--- config.mk ---
export PLATFORM = sky130hd
export DESIGN_NAME = pipeline_rr_stage
export DESIGN_NICKNAME = d
export VERILOG_FILES = /design/src/rtl/pipeline_rr_stage.sv
export SDC_FILE = /design/constraint.sdc
export NUM_CORES = 1
export LEC_CHECK = 0
export ABC_CLOCK_PERIOD_IN_PS = 2300
export CAP_MARGIN = 20
export CORE_MARGIN = 10
export CORE_UTILIZATION = 35
export CTS_BUF_LIST = sky130_fd_sc_hd__clkbuf_4 sky130_fd_sc_hd__clkbuf_8 sky130_fd_sc_hd__clkbuf_16
export CTS_CLUSTER_DIAMETER = 40
export DETAILED_ROUTE_END_ITERATION = 6
export HOLD_SLACK_MARGIN = 0.05
export PLACE_DENSITY = 0.85
export SLEW_MARGIN = 20
export SYNTH_ARGS = -nofsm -noshare
export SYNTH_HDL_FRONTEND = slang
export SYNTH_SLANG_ARGS = --single-unit
--- constraint.sdc ---
create_clock -name clk -period 2.3 [get_ports clk]
set_input_delay 0.46 -clock clk [delete_from_list [all_inputs] [get_ports clk]]
set_output_delay 0.46 -clock clk [all_outputs]
set_load 0.01 [all_outputs]
--- src/rtl/pipeline_rr_stage.sv ---
// Read-register stage between decode and execute; holds decoded fields, valid bit, load-use bubble FSM.
// Latency: 1 cycle from *_in to *_out on an update edge; loads/imm_out/stall_req are combinational.
// Backpressure: stall_req asks upstream to hold while a load-use hazard is pending or bubbles remain.
//
// Ports:
//   clk, rst                  clock (rising edge), asynchronous active-high reset
//   update, flush             stage advance enable, synchronous kill (flush wins over everything but rst)
//   valid_in, *_in            incoming instruction valid and decoded fields
//   valid_out, *_out          registered copies of the decoded fields
//   loads                     stage holds a valid load instruction
//   stall_req                 upstream must hold this cycle
module pipeline_rr_stage #(
    parameter int CTRL_W        = 22,
    parameter int RNUM_W        = 3,
    parameter int IMM_W         = 16,
    parameter int TYPE_W        = 6,
    parameter int DLYB_W        = 16,
    parameter int COND_W        = 3,
    parameter int LOAD_BIT      = 8,
    parameter int BL_TYPE_BIT   = 2,
    parameter int BL_IMM_W      = 8,
    parameter int LOADUSE_STALL = 1
) (
    input  logic              clk,
    input  logic              rst,
    input  logic              update,
    input  logic              flush,
    input  logic              valid_in,
    input  logic [CTRL_W-1:0] control_in,
    input  logic [RNUM_W-1:0] num_Rm_in,
    input  logic [RNUM_W-1:0] num_Rn_in,
    input  logic [RNUM_W-1:0] num_Rd_in,
    input  logic [IMM_W-1:0]  imm_in,
    input  logic [2:0]        used_RmRnRd_in,
    input  logic [TYPE_W-1:0] inst_type_in,
    input  logic [DLYB_W-1:0] delayed_B_in,
    input  logic [COND_W-1:0] delayed_cond_in,
    output logic              valid_out,
    output logic [CTRL_W-1:0] control_out,
    output logic [RNUM_W-1:0] num_Rm_out,
    output logic [RNUM_W-1:0] num_Rn_out,
    output logic [RNUM_W-1:0] num_Rd_out,
    output logic [IMM_W-1:0]  imm_out,
    output logic [2:0]        used_RmRnRd_out,
    output logic [TYPE_W-1:0] inst_type_out,
    output logic [DLYB_W-1:0] delayed_B_out,
    output logic [COND_W-1:0] delayed_cond_out,
    output logic              loads,
    output logic              stall_req
);

    // One extra bit so LOADUSE_STALL itself never overflows the counter.
    localparam int CNT_W = $clog2(LOADUSE_STALL) + 1;

    typedef enum logic {
        IDLE  = 1'b0,
        STALL = 1'b1
    } state_t;

    state_t           state;
    logic [CNT_W-1:0] cnt;
    logic [IMM_W-1:0] imm_q;

    logic             hazard;
    logic             rm_hit;
    logic             rn_hit;
    logic             rd_hit;
    logic             bubble;
    logic             advance;

    // ------------------------------------------------------------------
    // Hazard detection against the load currently held in this stage
    // ------------------------------------------------------------------
    always_comb begin
        loads  = valid_out & control_out[LOAD_BIT];
        rm_hit = used_RmRnRd_in[2] & (num_Rm_in == num_Rd_out);
        rn_hit = used_RmRnRd_in[1] & (num_Rn_in == num_Rd_out);
        rd_hit = used_RmRnRd_in[0] & (num_Rd_in == num_Rd_out);
        hazard = valid_in & loads & (rm_hit | rn_hit | rd_hit);
    end

    // A bubble is written on a fresh hazard, and on every STALL cycle regardless
    // of the inputs (the hazard has already been charged its full bubble count).
    always_comb begin
        bubble    = (state == STALL) ? 1'b1 : hazard;
        stall_req = hazard | (state == STALL);
        advance   = update & ~flush & ~bubble;
    end

    // ------------------------------------------------------------------
    // Reset-class fields and bubble FSM
    // ------------------------------------------------------------------
    always_ff @(posedge clk or posedge rst) begin
        if (rst) begin
            valid_out        <= 1'b0;
            control_out      <= '0;
            used_RmRnRd_out  <= '0;
            inst_type_out    <= '0;
            delayed_cond_out <= '0;
            state            <= IDLE;
            cnt              <= '0;
        end else if (flush) begin
            // Flush also abandons any bubbles still owed.
            valid_out        <= 1'b0;
            control_out      <= '0;
            used_RmRnRd_out  <= '0;
            inst_type_out    <= '0;
            delayed_cond_out <= '0;
            state            <= IDLE;
            cnt              <= '0;
        end else if (update) begin
            if (bubble) begin
                valid_out        <= 1'b0;
                control_out      <= '0;
                used_RmRnRd_out  <= '0;
                inst_type_out    <= '0;
                delayed_cond_out <= '0;
                case (state)
                    IDLE: begin
                        // This edge is the first bubble; the rest are counted in STALL.
                        if (LOADUSE_STALL > 1) begin
                            state <= STALL;
                            cnt   <= CNT_W'(LOADUSE_STALL - 1);
                        end
                    end
                    STALL: begin
                        cnt <= cnt - CNT_W'(1);
                        if (cnt == CNT_W'(1)) begin
                            state <= IDLE;
                        end
                    end
                    default: begin
                        state <= IDLE;
                        cnt   <= '0;
                    end
                endcase
            end else begin
                valid_out        <= valid_in;
                control_out      <= control_in;
                used_RmRnRd_out  <= used_RmRnRd_in;
                inst_type_out    <= inst_type_in;
                delayed_cond_out <= delayed_cond_in;
            end
        end
    end

    // ------------------------------------------------------------------
    // Datapath-class fields: no reset, only written on a real advance
    // ------------------------------------------------------------------
    always_ff @(posedge clk) begin
        if (advance) begin
            num_Rm_out    <= num_Rm_in;
            num_Rn_out    <= num_Rn_in;
            num_Rd_out    <= num_Rd_in;
            imm_q         <= imm_in;
            delayed_B_out <= delayed_B_in;
        end
    end

    // BL/BLX take their immediate from the low bits of the delayed-branch word.
    always_comb begin
        imm_out = imm_q;
        if (inst_type_out[BL_TYPE_BIT]) begin
            imm_out                 = '0;
            imm_out[BL_IMM_W-1:0]   = delayed_B_out[BL_IMM_W-1:0];
        end
    end

endmodule

Word level (Yosys, flattened, before mapping)
Cells that the tools add are included.
W data, S select, Z words.

cells by class
  bitwise operators = 13
  add/sub/neg operators = 1
  mux-type cells = 26
  eq/ne operators = 3
  reduce and logical (&&, ||, !) cells = 5

operators by type and width
  operator               count
  $mux W22               3
  $mux W3                6
  $mux W6                3
  $mux W16               1
  $mux W1                13
  $eq A3 B3 Y1           3
  $and A1 B1 Y1          8
  $reduce_bool A2 Y1     3
  $or A1 B1 Y1           3
  $reduce_and A3 Y1      1
  $not A1 Y1             2
  $reduce_and A2 Y1      1
  $sub A1 B1 Y1 const B  1

storage, ports and cells
  register bits after elaboration = 78
  input bits = 80
  output and inout port bits = 78

Depth between registers and ports, before layout
Gate-level depths: netlist of run 1.

  depth in word-level cells = 9
  gate-level depth with buffers = 6
  mapped depth without buffers = 5

Worst setup path after synthesis of run 1
Ideal clock, no wire load.

  path kind = reg2reg
  start = register num_Rd_out[0]
  end = register delayed_B_out[0], enable pin
  setup time = 0.399 ns
  arrival time = 1.991 ns
  path slack = -0.090 ns
  clock period less this slack = 2.390 ns
  stages on the path, launching flop included = 5
  data required time = 1.901 ns
  path through = edfxtp_1 xnor2_1 nand4_1 a31oi_4 and2b_1

on the way
  cells in the longest elaborated chain, start to end = 8
  elaborated cells between the ends (all ways) = 12
  those cells by class = eq/ne: 3; mux: 1; bitwise: 8

ends and longest elaborated chain
  item                                     line    source
  from (decl)                              42      output logic [RNUM_W-1:0] num_Rd_out,
  from (signal assigned)                   154     num_Rd_out <= num_Rd_in;
  $eq A3 B3 Y1, on equally long branches   76, 77
  $and A1 B1 Y1, on equally long branches  76, 77
  $or A1 B1 Y1                             79      hazard = valid_in & loads & (rm_hit | rn_hit | rd_hit);
  $or A1 B1 Y1 *                           79
  $and A1 B1 Y1 *                          79
  $mux W1 *                                85      bubble = (state == STALL) ? 1'b1 : hazard;
  $not A1 Y1 *                             87      advance = update & ~flush & ~bubble;
  $and A1 B1 Y1 *                          87
  net advance                              69      logic advance;
  to (signal assigned)                     156     delayed_B_out <= delayed_B_in;
  to (decl)                                46      output logic [DLYB_W-1:0] delayed_B_out,

The timed path passes the listed nets; every way through them passes the cells marked *.
A chain may end at the register's enable or synchronous reset.

Final worst setup path of run 1
  start = input num_Rn_in[0]
  end = output stall_req

on the way
  cells in the longest elaborated chain, start to end = 6

ends and longest elaborated chain
  item                        line  source
  from (decl)                 31    input logic [RNUM_W-1:0] num_Rn_in,
  $eq A3 B3 Y1                77    rn_hit = used_RmRnRd_in[1] & (num_Rn_in == num_Rd_out);
  $and A1 B1 Y1               77
  $or A1 B1 Y1 (2 in series)  79
  $and A1 B1 Y1               79
  $or A1 B1 Y1                86    stall_req = hazard | (state == STALL);
  to (decl)                   49    output logic stall_req

No other way between the ends.

==> reports/summary.json, run 1 <==
{
  "number_of_vias_in_the_routed_layout": 2378,
  "clock-skew-final_ps": 12.7,
  "crit_chain": "clkdlybuf4s50_1, xnor2_1, nand4_1, a31oi_4, or2_2, buf_2",
  "num_cts_buffers": 9,
  "cp.buffers_inverters": 2,
  "path_depth": 6,
  "rows": 33,
  "timing.final.hold_violations": 0,
  "cpLargestDelayFamily": "buffers and inverters",
  "fp.dieW_um": 113,
  "portBuffers": 157,
  "tritoncts_num_sinks": 78,
  "postLayoutCoreUtil": 0.597,
  "clock_latency_ps": 340,
  "layout_setup_ws_ps": 63.8,
  "multi_input_combinational_cell_area_um2": 782,
  "worstPathArrival_ps": 1780,
  "final_layout_size_suffix_gt1_frac": 0.107,
  "ioPinCount": 158,
  "antenna_violations_before_repair": 0,
  "timing.critical_path.slowest_stage_cell": "sky130_fd_sc_hd__clkdlybuf4s50_1",
  "global_route.usage.met3": 0.0428,
  "max_slew.worst_pin.slew_ps": 464,
  "kind_of_launch_point_of_the_worst_setup_path": "primary input",
  "grt_first_pass_wirelength_um": 14200,
  "initialDrtViolationCount": 58,
  "final.min_clock_period_ps": 2240,
  "syn_avg_cell_area_um2": 12.7,
  "cts_tree": "yes",
  "path_class": "primary input to primary output",
  "groute.layer.met2.usage": 0.255,
  "cp_slowest_stage_delay_ps": 500,
  "drtAntennaViolNets": 0,
  "viasPerCell": 4.61,
  "path_clk_slew_ps": 80,
  "route.detailed.wl_per_inst_um": 17.4,
  "power.static_leakage_nw": 1.91,
  "worst_vdd_ir_mv": 0.381,
  "grtUsageTotal": 0.140,
  "diodes": 0,
  "floorplan.initialDensity": 0.362,
  "floorplan.die.height_um": 113,
  "syn2layout_area_growth_pct": 64.8,
  "synth_cell_type_count": 21,
  "finalHoldWorstSlack_ps": 382,
  "detailedPlacementHpwl_um": 7180,
  "first_global_vias": 2584,
  "synthCells": 237,
  "run_status": "completed",
  "global_route.peak_usage_layer": "met2",
  "h-tree-depth": 3,
  "path_max_fanout": 2,
  "drv_slew": 0,
  "count_of_nets_after_finishing": 486,
  "cts_hold_repair.buffers": 0,
  "power.density_mw_per_mm2": 615,
  "final-seq-area_mm2": 0.00216,
  "hp-class": "primary input to flip-flop",
  "grt_max_degree": 38,
  "required_ps": 1840,
  "setup-violations-final": 0,
  "dp_worst_setup_slack_ps": -397,
  "ff2ff_path_depth": 6,
  "totalWireLength_um": 9000,
  "remaining_global_route_overflow": 0,
  "synth_area_mm2": 0.00301,
  "gpl_congestion": 0.754,
  "relSlewSlack": 0.691,
  "synth_seq_area_share": 0.717,
  "fmax_ghz": 0.447,
  "hold_depth": 1,
  "synthesis.nets": 317,
  "yosys_register_bits": 78,
  "synthesis_warnings": 0,
  "fp.dieArea_mm2": 0.0127,
  "layout_worst_path_cycle_share": 0.972,
  "worstSetupEndpointType": "primary output",
  "cap_viol_max_count": 0,
  "first_pass_iters": 4,
  "cts_root_buf": "sky130_fd_sc_hd__clkbuf_8",
  "cts.path.max_buffers": 2,
  "n_fill_cell": 692,
  "groute.layer.met1.usage": 0.148,
  "core_area_mm2": 0.00830,
  "drcViolationCount": 0
}
cells in the mapped netlist:
| master | instances | area share |
|---|---|---|
| sky130_fd_sc_hd__inv_1 | 3 | 0.0037 |
| sky130_fd_sc_hd__xnor2_1 | 9 | 0.026 |
| sky130_fd_sc_hd__buf_6 | 3 | 0.011 |
| sky130_fd_sc_hd__edfxtp_1 | 41 | 0.41 |
| sky130_fd_sc_hd__buf_2 | 4 | 0.0067 |
| sky130_fd_sc_hd__a31oi_4 | 1 | 0.0071 |
| sky130_fd_sc_hd__a211oi_1 | 1 | 0.0025 |
| sky130_fd_sc_hd__clkbuf_1 | 4 | 0.0050 |
| sky130_fd_sc_hd__o21ai_0 | 23 | 0.038 |
| sky130_fd_sc_hd__nor2_1 | 2 | 0.0025 |
| sky130_fd_sc_hd__mux2_2 | 8 | 0.030 |
| sky130_fd_sc_hd__nand2_1 | 73 | 0.091 |
| sky130_fd_sc_hd__a31oi_1 | 1 | 0.0021 |
| sky130_fd_sc_hd__nor2b_1 | 8 | 0.017 |
| sky130_fd_sc_hd__and2b_1 | 1 | 0.0025 |
| sky130_fd_sc_hd__o21ai_1 | 12 | 0.020 |
| sky130_fd_sc_hd__dfrtp_1 | 37 | 0.31 |
| sky130_fd_sc_hd__or2_2 | 1 | 0.0021 |
| sky130_fd_sc_hd__xor2_1 | 1 | 0.0029 |
| sky130_fd_sc_hd__nor3b_4 | 1 | 0.0062 |
| sky130_fd_sc_hd__nand4_1 | 3 | 0.0062 |
worst paths after layout:
path,endpoint,slack (ps),start
worst min register to register,control_out[7]$_DFFE_PP0P_,490,control_out[7]$_DFFE_PP0P_
worst max register to register,imm_q[14]$_DFFE_PP_,190,num_Rd_out[0]$_DFFE_PP_
worst min-delay path,num_Rn_out[2]$_DFFE_PP_,380,num_Rn_in[2]
min in group asynchronous,delayed_cond_out[0]$_DFFE_PP0P_,550,rst
max in group asynchronous,inst_type_out[2]$_DFFE_PP0P_,1410,rst
worst max-delay path,stall_req,60,num_Rn_in[0]
area by class of cell:
type	count	area share
Tap cell	105	0.0265
Inverter	3	0.00227
Clock inverter	6	0.0129
Sequential cell	78	0.435
Clock buffer	10	0.0265
Multi-Input combinational cell	145	0.158
Timing Repair Buffer	169	0.339
placed cells by master (no fill, tap or decap), types with 2 or more instances in the layout:
cell type and n:
sky130_fd_sc_hd__dfrtp_1 36, sky130_fd_sc_hd__mux2_2 8, sky130_fd_sc_hd__clkinvlp_4 2, sky130_fd_sc_hd__xnor2_1 8, sky130_fd_sc_hd__nand4_1 3, sky130_fd_sc_hd__dlymetal6s2s_1 2
sky130_fd_sc_hd__edfxtp_1 41, sky130_fd_sc_hd__inv_1 3, sky130_fd_sc_hd__buf_4 10, sky130_fd_sc_hd__o21ai_0 23, sky130_fd_sc_hd__clkinv_2 2, sky130_fd_sc_hd__nand2_1 73
sky130_fd_sc_hd__clkdlybuf4s50_1 154, sky130_fd_sc_hd__nor2b_1 8, sky130_fd_sc_hd__o21ai_1 12, sky130_fd_sc_hd__clkbuf_8 9
per-layer routing:
| layer | vias to the layer above | routed length, µm |
|---|---|---|
| met5 | - | 0 |
| met4 | 0 | 110 |
| met3 | 7 | 689 |
| met2 | 84 | 4980 |
| met1 | 1147 | 3220 |
| li1 | 1140 | - |
sequential cells by signal, indices dropped and copies added, names as in the netlist, 3 cells and up:
| register | count |
|---|---|
| num_Rm_out | 3 |
| delayed_B_out | 16 |
| delayed_cond_out | 3 |
| num_Rd_out | 3 |
| control_out | 22 |
| num_Rn_out | 3 |
| imm_q | 16 |
| inst_type_out | 6 |
| used_RmRnRd_out | 3 |
per-stage QoR:
stage | std cells | power (mW) | instance area (µm²) | setup TNS, ps
2_1_floorplan | 237 | 1.74 | 3010 | 0
3_3_place_gp | 499 | 2.07 | 4740 | -11400
3_5_place_dp | 499 | 2.08 | 4740 | -14390
4_1_cts | 515 | 3.09 | 4930 | 0
5_1_grt | 516 | 3.19 | 4960 | -15.0
6_report | 516 | 3.05 | 4960 | 0
cells by family (layout without fill, tap and decap cells):
| logic type | count (synthesis) | in the layout | share of synthesized area |
|---|---|---|---|
| simple gates | 89 | 89 | 0.127 |
| xor+xnor | 10 | 10 | 0.0291 |
| flops | 78 | 78 | 0.717 |
| buf+inv | 14 | 188 | 0.0266 |
| mux | 8 | 8 | 0.0300 |
| compound gates | 38 | 38 | 0.0699 |
power by group:
| group | switching (mW) | total (mW) | internal [mW] |
|---|---|---|---|
| Clock | 0.490 | 1.00 | 0.512 |
| Sequential | 0.0353 | 1.58 | 1.54 |
| Combinational | 0.178 | 0.467 | 0.289 |
repair_timing:
item / CTS / global route
gates cloned: 0 / 0
setup endpoints to repair: 3 / 42
pin swaps: 3 / 4
resized for setup: 5 / 4
buffers inserted: 0 / 1
Power figures use the tool's default switching activity.
==> run 2: changes to the inputs <==
--- a/config.mk
+++ b/config.mk
@@ -7,6 +7,7 @@
 export LEC_CHECK = 0
 export ABC_CLOCK_PERIOD_IN_PS = 2300
 export CAP_MARGIN = 20
+export CORE_ASPECT_RATIO = 0.5
 export CORE_MARGIN = 10
 export CORE_UTILIZATION = 35
 export CTS_BUF_LIST = sky130_fd_sc_hd__clkbuf_4 sky130_fd_sc_hd__clkbuf_8 sky130_fd_sc_hd__clkbuf_16
==> run 2 against run 1 <==
Against the previous run:
- wire length is 9.3% higher
- utilization is 2.4 points higher
- critical endpoint unchanged
- clock-buffer cell count is 2 higher
- combinational power is 1% higher
- total power is 14% higher
- worst setup slack worse by 1.6 ps
- die area is 1.8% higher
- cell area is 2.4% higher
- global-route usage is 1.3 points higher
- clock power is 41% higher
- flip-flop and latch count stayed put
- sequential share of layout area is 1.0 points lower
==> reports/summary.json, run 2 (synthesized netlist as in run 1, its figures left out) <==
{
  "path_class": {"value": "primary input to primary output", "change": "unchanged"},
  "cap_viol_max_count": {"value": 0, "change": "unchanged"},
  "multi_input_combinational_cell_area": {"value": 790, "unit": "µm²", "change": "was 782 µm²"},
  "path_clk_slew": {"value": 50, "unit": "ps", "change": "was 80 ps"},
  "critPathLaunch": {"value": "num_Rn_in[0]", "change": "unchanged"},
  "path_max_fanout": {"value": 2, "change": "unchanged"},
  "power.density": {"value": 684, "unit": "mW/mm²", "change": "was 615 mW/mm²"},
  "post_cts.repair.setup_buffers": {"value": 0, "change": "unchanged"},
  "portBuffers": {"value": 157, "change": "unchanged"},
  "hp-class": {"value": "primary input to flip-flop", "change": "unchanged"},
  "initialDrtViolationCount": {"value": 115, "change": "was 58"},
  "largest_registers": {"value": "control_out: 22 flops, delayed_B_out: 16 flops, imm_q: 16 flops", "change": "unchanged"},
  "final_area": {"value": 0.00507, "unit": "mm²", "change": "was 0.00496 mm²"},
  "final_layout_size_suffix_gt1_frac": {"value": 0.100, "change": "was 0.107"},
  "run_status": {"value": "completed", "change": "unchanged"},
  "n_fill_cell": {"value": 628, "change": "was 692"},
  "totalWireLength": {"value": 9840, "unit": "µm", "change": "was 9000 µm"},
  "required": {"value": 1840, "unit": "ps", "change": "about the same"},
  "rr_endpoint": {"value": "imm_q[14]$_DFFE_PP_", "change": "unchanged"},
  "final.min_clock_period": {"value": 2240, "unit": "ps", "change": "about the same"},
  "fp.dieW": {"value": 151, "unit": "µm", "change": "was 113 µm"},
  "final-seq-area": {"value": 0.00216, "unit": "mm²", "change": "unchanged"},
  "reg2reg_slack": {"value": 130, "unit": "ps", "change": "was 190 ps"},
  "remaining_global_route_overflow": {"value": 0, "change": "unchanged"},
  "tritoncts_num_sinks": {"value": 78, "change": "unchanged"},
  "grt_setup_unrepaired": "no",
  "placedInstanceArea": {"value": 0.00475, "unit": "mm²", "change": "was 0.00474 mm²"},
  "antenna_violations_before_repair": {"value": 0, "change": "unchanged"},
  "h-tree-depth": {"value": 3, "change": "unchanged"},
  "timing.final.hold_violations": {"value": 0, "change": "unchanged"},
  "finalHoldWorstSlack": {"value": 375, "unit": "ps", "change": "was 382 ps"},
  "num_cts_buffers": {"value": 9, "change": "unchanged"},
  "fp.dieArea": {"value": 0.0129, "unit": "mm²", "change": "was 0.0127 mm²"},
  "route.detailed.wl_per_inst": {"value": 18.9, "unit": "µm", "change": "was 17.4 µm"},
  "fmax": {"value": 0.447, "unit": "GHz", "change": "about the same"},
  "cp-endpoint": {"value": "stall_req", "change": "unchanged"},
  "floorplan.die.height": {"value": 85.6, "unit": "µm", "change": "was 113 µm"},
  "first_global_vias": {"value": 2559, "change": "was 2584"},
  "postLayoutCoreUtil": {"value": 0.621, "change": "was 0.597"},
  "layout_setup_ws": {"value": 62.2, "unit": "ps", "change": "was 63.8 ps"},
  "grt_max_degree": {"value": 38, "change": "unchanged"},
  "setup-violations-final": {"value": 0, "change": "unchanged"},
  "viasPerCell": {"value": 4.61, "change": "about the same"},
  "diodes": {"value": 0, "change": "unchanged"},
  "cts_root_buf": {"value": "sky130_fd_sc_hd__clkbuf_16", "change": "was sky130_fd_sc_hd__clkbuf_8"},
  "ff2ff_path_depth": {"value": 6, "change": "unchanged"},
  "clock_latency": {"value": 330, "unit": "ps", "change": "was 340 ps"},
  "detailedPlacementHpwl": {"value": 7310, "unit": "µm", "change": "was 7180 µm"},
  "number_of_vias_in_the_routed_layout": {"value": 2396, "change": "was 2378"},
  "power.total": {"value": 3.47, "unit": "mW", "change": "was 3.05 mW"},
  "power.static_leakage": {"value": 1.98, "unit": "nW", "change": "was 1.91 nW"},
  "worst_vdd_ir": {"value": 0.361, "unit": "mV", "change": "was 0.381 mV"},
  "drtAntennaViolNets": {"value": 0, "change": "unchanged"},
  "max_slew.worst_pin.slew": {"value": 503, "unit": "ps", "change": "was 464 ps"},
  "count_of_nets_after_finishing": {"value": 483, "change": "was 486"},
  "core_area": {"value": 0.00817, "unit": "mm²", "change": "was 0.00830 mm²"},
  "layout_worst_path_cycle_share": {"value": 0.973, "change": "was 0.972"},
  "worstPathArrival": {"value": 1780, "unit": "ps", "change": "about the same"},
  "drv_slew": {"value": 0, "change": "unchanged"},
  "worstSetupEndpointType": {"value": "primary output", "change": "unchanged"},
  "timing.rr.start": {"value": "num_Rd_out[2]$_DFFE_PP_", "change": "was num_Rd_out[0]$_DFFE_PP_"},
  "rows": {"value": 23, "change": "was 33"},
  "cts_hold_repair.buffers": {"value": 0, "change": "unchanged"},
  "crit_chain": {"value": "clkdlybuf4s50_1, xnor2_1, nand4_1, a31oi_4, or2_2, buf_4", "change": "was clkdlybuf4s50_1, xnor2_1, nand4_1, a31oi_4, or2_2, buf_2"},
  "drcViolationCount": {"value": 0, "change": "unchanged"},
  "largest-register": {"value": "control_out", "change": "unchanged"},
  "timing.critical_path.slowest_stage_cell": {"value": "sky130_fd_sc_hd__clkdlybuf4s50_1", "change": "unchanged"},
  "commonest_cells_after_routing_fill_and_taps_aside": {"value": "sky130_fd_sc_hd__clkdlybuf4s50_1, sky130_fd_sc_hd__nand2_1, sky130_fd_sc_hd__edfxtp_1, sky130_fd_sc_hd__dfrtp_1, sky130_fd_sc_hd__o21ai_0", "change": "unchanged"},
  "dp_worst_setup_slack": {"value": -402, "unit": "ps", "change": "was -397 ps"},
  "cts.path.max_buffers": {"value": 2, "change": "unchanged"},
  "largest_register_ff_count": {"value": 22, "change": "unchanged"},
  "cts_tree": {"value": "yes", "change": "unchanged"},
  "layout.cells.most_common": {"value": "sky130_fd_sc_hd__clkdlybuf4s50_1", "change": "unchanged"},
  "kind_of_launch_point_of_the_worst_setup_path": {"value": "primary input", "change": "unchanged"},
  "gpl_congestion": {"value": 0.767, "change": "was 0.754"},
  "grt_first_pass_wirelength": {"value": 14900, "unit": "µm", "change": "was 14200 µm"},
  "clock-skew-final": {"value": 7.71, "unit": "ps", "change": "was 12.7 ps"},
  "syn2layout_area_growth": {"value": 68.7, "unit": "%", "change": "was 64.8%"},
  "floorplan.initialDensity": {"value": 0.368, "change": "was 0.362"},
  "first_pass_iters": {"value": 4, "change": "unchanged"},
  "ioPinCount": {"value": 158, "change": "unchanged"},
  "relSlewSlack": {"value": 0.665, "change": "was 0.691"},
  "grtUsageTotal": {"value": 0.153, "change": "was 0.140"},
  "cp_slowest_stage_delay": {"value": 430, "unit": "ps", "change": "was 500 ps"}
}
[run 2: worst min path at each step]
stage	depth (start not counted)	startpoint	to	slack, ps
floorplan	1	cnt$_DFFE_PP0P_	state$_DFFE_PP0P_	440
finish	1	num_Rm_in[0]	num_Rm_out[0]$_DFFE_PP_	370
global route	1	num_Rm_in[0]	num_Rm_out[0]$_DFFE_PP_	370
detailed placement	1	cnt$_DFFE_PP0P_	state$_DFFE_PP0P_	460
global placement	1	cnt$_DFFE_PP0P_	state$_DFFE_PP0P_	450
CTS	1	cnt$_DFFE_PP0P_	state$_DFFE_PP0P_	470
[run 2: final cells by class]
type                    instances  share of cell area
flip-flops and latches         78               0.425
repair buffers                166               0.330
multi-input cells             145               0.156
clock buffers                  12              0.0500
well taps                     112              0.0276
clock inverters                 4             0.00937
inverters                       3             0.00222
[run 2: critical path, delay by kind of cell]
kind / cells / cell delay (ps)
XOR/XNOR: 1 / 140
buffers and inverters: 2 / 580
AND/OR/NAND/NOR: 2 / 480
AO/OA/AOI/OAI: 1 / 110
[run 2: power breakdown]
part	total, mW	leakage, nW	switching [mW]	internal, mW
Clock	1.41	0.151	0.524	0.890
Sequential	1.58	0.878	0.0364	1.55
Combinational	0.474	0.948	0.185	0.289
Total	3.47	1.98	0.745	2.73
[run 2: routing by layer]
metal / global-route usage / routed length, µm
met1: 0.138 / 3300
met2: 0.297 / 5650
met3: 0.0535 / 498
met4: 0.0747 / 389
met5: 0 / 0
[run 2: repair_timing]
action                                  4_1_cts  5_1_grt
gates resized for setup                       7        7
endpoints found under the setup margin       48       42
pin swaps                                     3        3
[run 2: stage by stage]
stage          setup TNS [ps]  instances
5_1_grt                     0        520
3_5_place_dp           -13870        504
2_1_floorplan               0        237
4_1_cts                     0        520
3_3_place_gp           -11440        504
6_report                    0        520
==> run 3: changes to the inputs <==
--- a/config.mk
+++ b/config.mk
@@ -14,6 +14,7 @@
 export CTS_CLUSTER_DIAMETER = 40
 export DETAILED_ROUTE_END_ITERATION = 6
 export HOLD_SLACK_MARGIN = 0.05
+export MAX_ROUTING_LAYER = met4
 export PLACE_DENSITY = 0.85
 export SLEW_MARGIN = 20
 export SYNTH_ARGS = -nofsm -noshare
==> run 3 against run 2 <==
Against the previous run:
- worst hold slack improved by 1.1 ps
- register-to-register slack about the same
- utilization did not move
- die area unchanged
- maximum frequency hardly changed
- flip-flop and latch count stayed put
- non-clock buffer count unchanged
- critical path depth unchanged
- total power about the same
- clock-buffer cell count is the same
- critical endpoint unchanged
- worst setup slack got worse by 1.1 ps
- clock skew barely moved
==> reports/summary.json, run 3 (synthesized netlist as in run 1, its figures left out) <==
{
  "grt_first_pass_wirelength": {"value": 14800, "unit": "µm", "change": "was 14900 µm"},
  "largest_register_ff_count": {"value": 22, "change": "unchanged"},
  "largest_registers": {"value": "control_out: 22 flops, delayed_B_out: 16 flops, imm_q: 16 flops", "change": "unchanged"},
  "tritoncts_num_sinks": {"value": 78, "change": "unchanged"},
  "grtUsageTotal": {"value": 0.157, "change": "was 0.153"},
  "final.min_clock_period": {"value": 2240, "unit": "ps", "change": "about the same"},
  "layout_setup_ws": {"value": 61.0, "unit": "ps", "change": "was 62.2 ps"},
  "final_cells": {"value": 520, "change": "unchanged"},
  "path_clk_slew": {"value": 50, "unit": "ps", "change": "about the same"},
  "worstPathArrival": {"value": 1780, "unit": "ps", "change": "about the same"},
  "relSlewSlack": {"value": 0.680, "change": "was 0.665"},
  "worstSetupEndpointType": {"value": "primary output", "change": "unchanged"},
  "drcViolationCount": {"value": 0, "change": "unchanged"},
  "floorplan.die.height": {"value": 85.6, "unit": "µm", "change": "unchanged"},
  "hp-class": {"value": "primary input to flip-flop", "change": "unchanged"},
  "initialDrtViolationCount": {"value": 122, "change": "was 115"},
  "fmax": {"value": 0.447, "unit": "GHz", "change": "about the same"},
  "grt_setup_unrepaired": {"value": "no", "change": "unchanged"},
  "cts_tree": {"value": "yes", "change": "unchanged"},
  "power.density": {"value": 684, "unit": "mW/mm²", "change": "about the same"},
  "first_global_vias": {"value": 2585, "change": "was 2559"},
  "gpl_congestion": {"value": 0.777, "change": "was 0.767"},
  "postLayoutCoreUtil": {"value": 0.621, "change": "unchanged"},
  "portBuffers": {"value": 157, "change": "unchanged"},
  "path_class": {"value": "primary input to primary output", "change": "unchanged"},
  "clock-skew-final": {"value": 7.57, "unit": "ps", "change": "was 7.71 ps"},
  "rows": {"value": 23, "change": "unchanged"},
  "layout.cells.most_common": {"value": "sky130_fd_sc_hd__clkdlybuf4s50_1", "change": "unchanged"},
  "layout_worst_path_cycle_share": {"value": 0.973, "change": "about the same"},
  "drtAntennaViolNets": {"value": 0, "change": "unchanged"},
  "final_layout_size_suffix_gt1_frac": {"value": 0.100, "change": "unchanged"},
  "syn2layout_area_growth": {"value": 68.7, "unit": "%", "change": "unchanged"},
  "floorplan.initialDensity": {"value": 0.368, "change": "unchanged"},
  "h-tree-depth": {"value": 3, "change": "unchanged"},
  "kind_of_launch_point_of_the_worst_setup_path": {"value": "primary input", "change": "unchanged"},
  "setup-violations-final": {"value": 0, "change": "unchanged"},
  "diodes": {"value": 0, "change": "unchanged"},
  "power.total": {"value": 3.47, "unit": "mW", "change": "about the same"},
  "cap_viol_max_count": {"value": 0, "change": "unchanged"},
  "post_cts.repair.setup_buffers": {"value": 0, "change": "unchanged"},
  "dp_worst_setup_slack": {"value": -402, "unit": "ps", "change": "unchanged"},
  "ioPinCount": {"value": 158, "change": "unchanged"},
  "core_area": {"value": 0.00817, "unit": "mm²", "change": "unchanged"},
  "run_status": {"value": "completed", "change": "unchanged"},
  "route.detailed.wl_per_inst": {"value": 18.7, "unit": "µm", "change": "was 18.9 µm"},
  "first_pass_iters": {"value": 4, "change": "unchanged"},
  "worst_vdd_ir": {"value": 0.359, "unit": "mV", "change": "was 0.361 mV"},
  "number_of_vias_in_the_routed_layout": {"value": 2394, "change": "was 2396"},
  "cts.path.max_buffers": {"value": 2, "change": "unchanged"},
  "detailedPlacementHpwl": {"value": 7310, "unit": "µm", "change": "unchanged"},
  "remaining_global_route_overflow": {"value": 0, "change": "unchanged"},
  "viasPerCell": {"value": 4.60, "change": "was 4.61"},
  "antenna_violations_before_repair": {"value": 0, "change": "unchanged"},
  "fp.dieW": {"value": 151, "unit": "µm", "change": "unchanged"},
  "path_max_fanout": {"value": 2, "change": "unchanged"},
  "grt_max_degree": {"value": 38, "change": "unchanged"},
  "cts_root_buf": {"value": "sky130_fd_sc_hd__clkbuf_16", "change": "unchanged"},
  "num_cts_buffers": {"value": 9, "change": "unchanged"},
  "timing.final.hold_violations": {"value": 0, "change": "unchanged"},
  "commonest_cells_after_routing_fill_and_taps_aside": {"value": "sky130_fd_sc_hd__clkdlybuf4s50_1, sky130_fd_sc_hd__nand2_1, sky130_fd_sc_hd__edfxtp_1, sky130_fd_sc_hd__dfrtp_1, sky130_fd_sc_hd__o21ai_0", "change": "unchanged"},
  "required": {"value": 1840, "unit": "ps", "change": "about the same"},
  "fp.dieArea": {"value": 0.0129, "unit": "mm²", "change": "unchanged"},
  "dp_cells": {"value": 504, "change": "unchanged"},
  "power.static_leakage": {"value": 1.98, "unit": "nW", "change": "unchanged"},
  "drv_slew": {"value": 0, "change": "unchanged"},
  "max_slew.worst_pin.slew": {"value": 480, "unit": "ps", "change": "was 503 ps"},
  "totalWireLength": {"value": 9750, "unit": "µm", "change": "was 9840 µm"},
  "clock_latency": {"value": 330, "unit": "ps", "change": "about the same"},
  "largest-register": {"value": "control_out", "change": "unchanged"},
  "count_of_nets_after_finishing": {"value": 483, "change": "unchanged"}
}
-- run 3: cell counts in the layout (fill, tap and decap cells not counted) --
Identical to the previous run, type by type.
-- run 3: per-layer routing --
metal  wire length [µm]  vias to the layer above  share of wire  track usage
met2               5650                       71           0.58        0.297
met3                513                       29          0.053       0.0529
li1                   -                     1138              -            -
met4                408                        0          0.042       0.0791
met1               3180                     1156           0.33        0.136
met5                  0                        -              0            -
-- run 3: through the flow --
step | cell area [µm²] | hold WS [ps] | TNS, ps
2_1_floorplan | 3010 | 444 | 0
3_3_place_gp | 4750 | 452 | -11440
3_5_place_dp | 4750 | 459 | -13870
4_1_cts | 5050 | 468 | 0
5_1_grt | 5070 | 375 | 0
6_report | 5070 | 376 | 0
-- run 3: worst paths after layout --
kind | start | to | slack (ps) | cells past startpoint
max | num_Rn_in[0] | stall_req | 60 | 6
min | num_Rm_in[0] | num_Rm_out[0]$_DFFE_PP_ | 380 | 1
max reg2reg | num_Rd_out[2]$_DFFE_PP_ | imm_q[8]$_DFFE_PP_ | 130 | 6
min reg2reg | cnt$_DFFE_PP0P_ | state$_DFFE_PP0P_ | 460 | 1
max in group asynchronous | rst | inst_type_out[2]$_DFFE_PP0P_ | 1400 | 3
min in group asynchronous | rst | control_out[15]$_DFFE_PP0P_ | 540 | 3
-- run 3: area by class of cell --
class,instances,area [µm²]
Clock buffer,12,254
Clock inverter,4,47.5
Fill cell,628,3100
Inverter,3,11.3
Multi-Input combinational cell,145,790
Sequential cell,78,2160
Tap cell,112,140
Timing Repair Buffer,166,1670
-- run 3: timing repair --
item / in CTS / in global routing
pin swaps: 3 / 3
resized for setup: 7 / 7
setup endpoints to repair: 48 / 42
gates cloned: 0 / 0
hold buffers: 0 / 0
-- run 3: worst max-delay path: stages --
cell,delay [ps]
sky130_fd_sc_hd__clkdlybuf4s50_1,430
sky130_fd_sc_hd__xnor2_1,140
sky130_fd_sc_hd__nand4_1,200
sky130_fd_sc_hd__a31oi_4,110
sky130_fd_sc_hd__or2_2,280
sky130_fd_sc_hd__buf_4,150
-- run 3: power by group --
part | switching [mW] | internal, mW
combinational | 0.184 | 0.289
sequential | 0.0362 | 1.55
clock | 0.524 | 0.890
total | 0.744 | 2.73
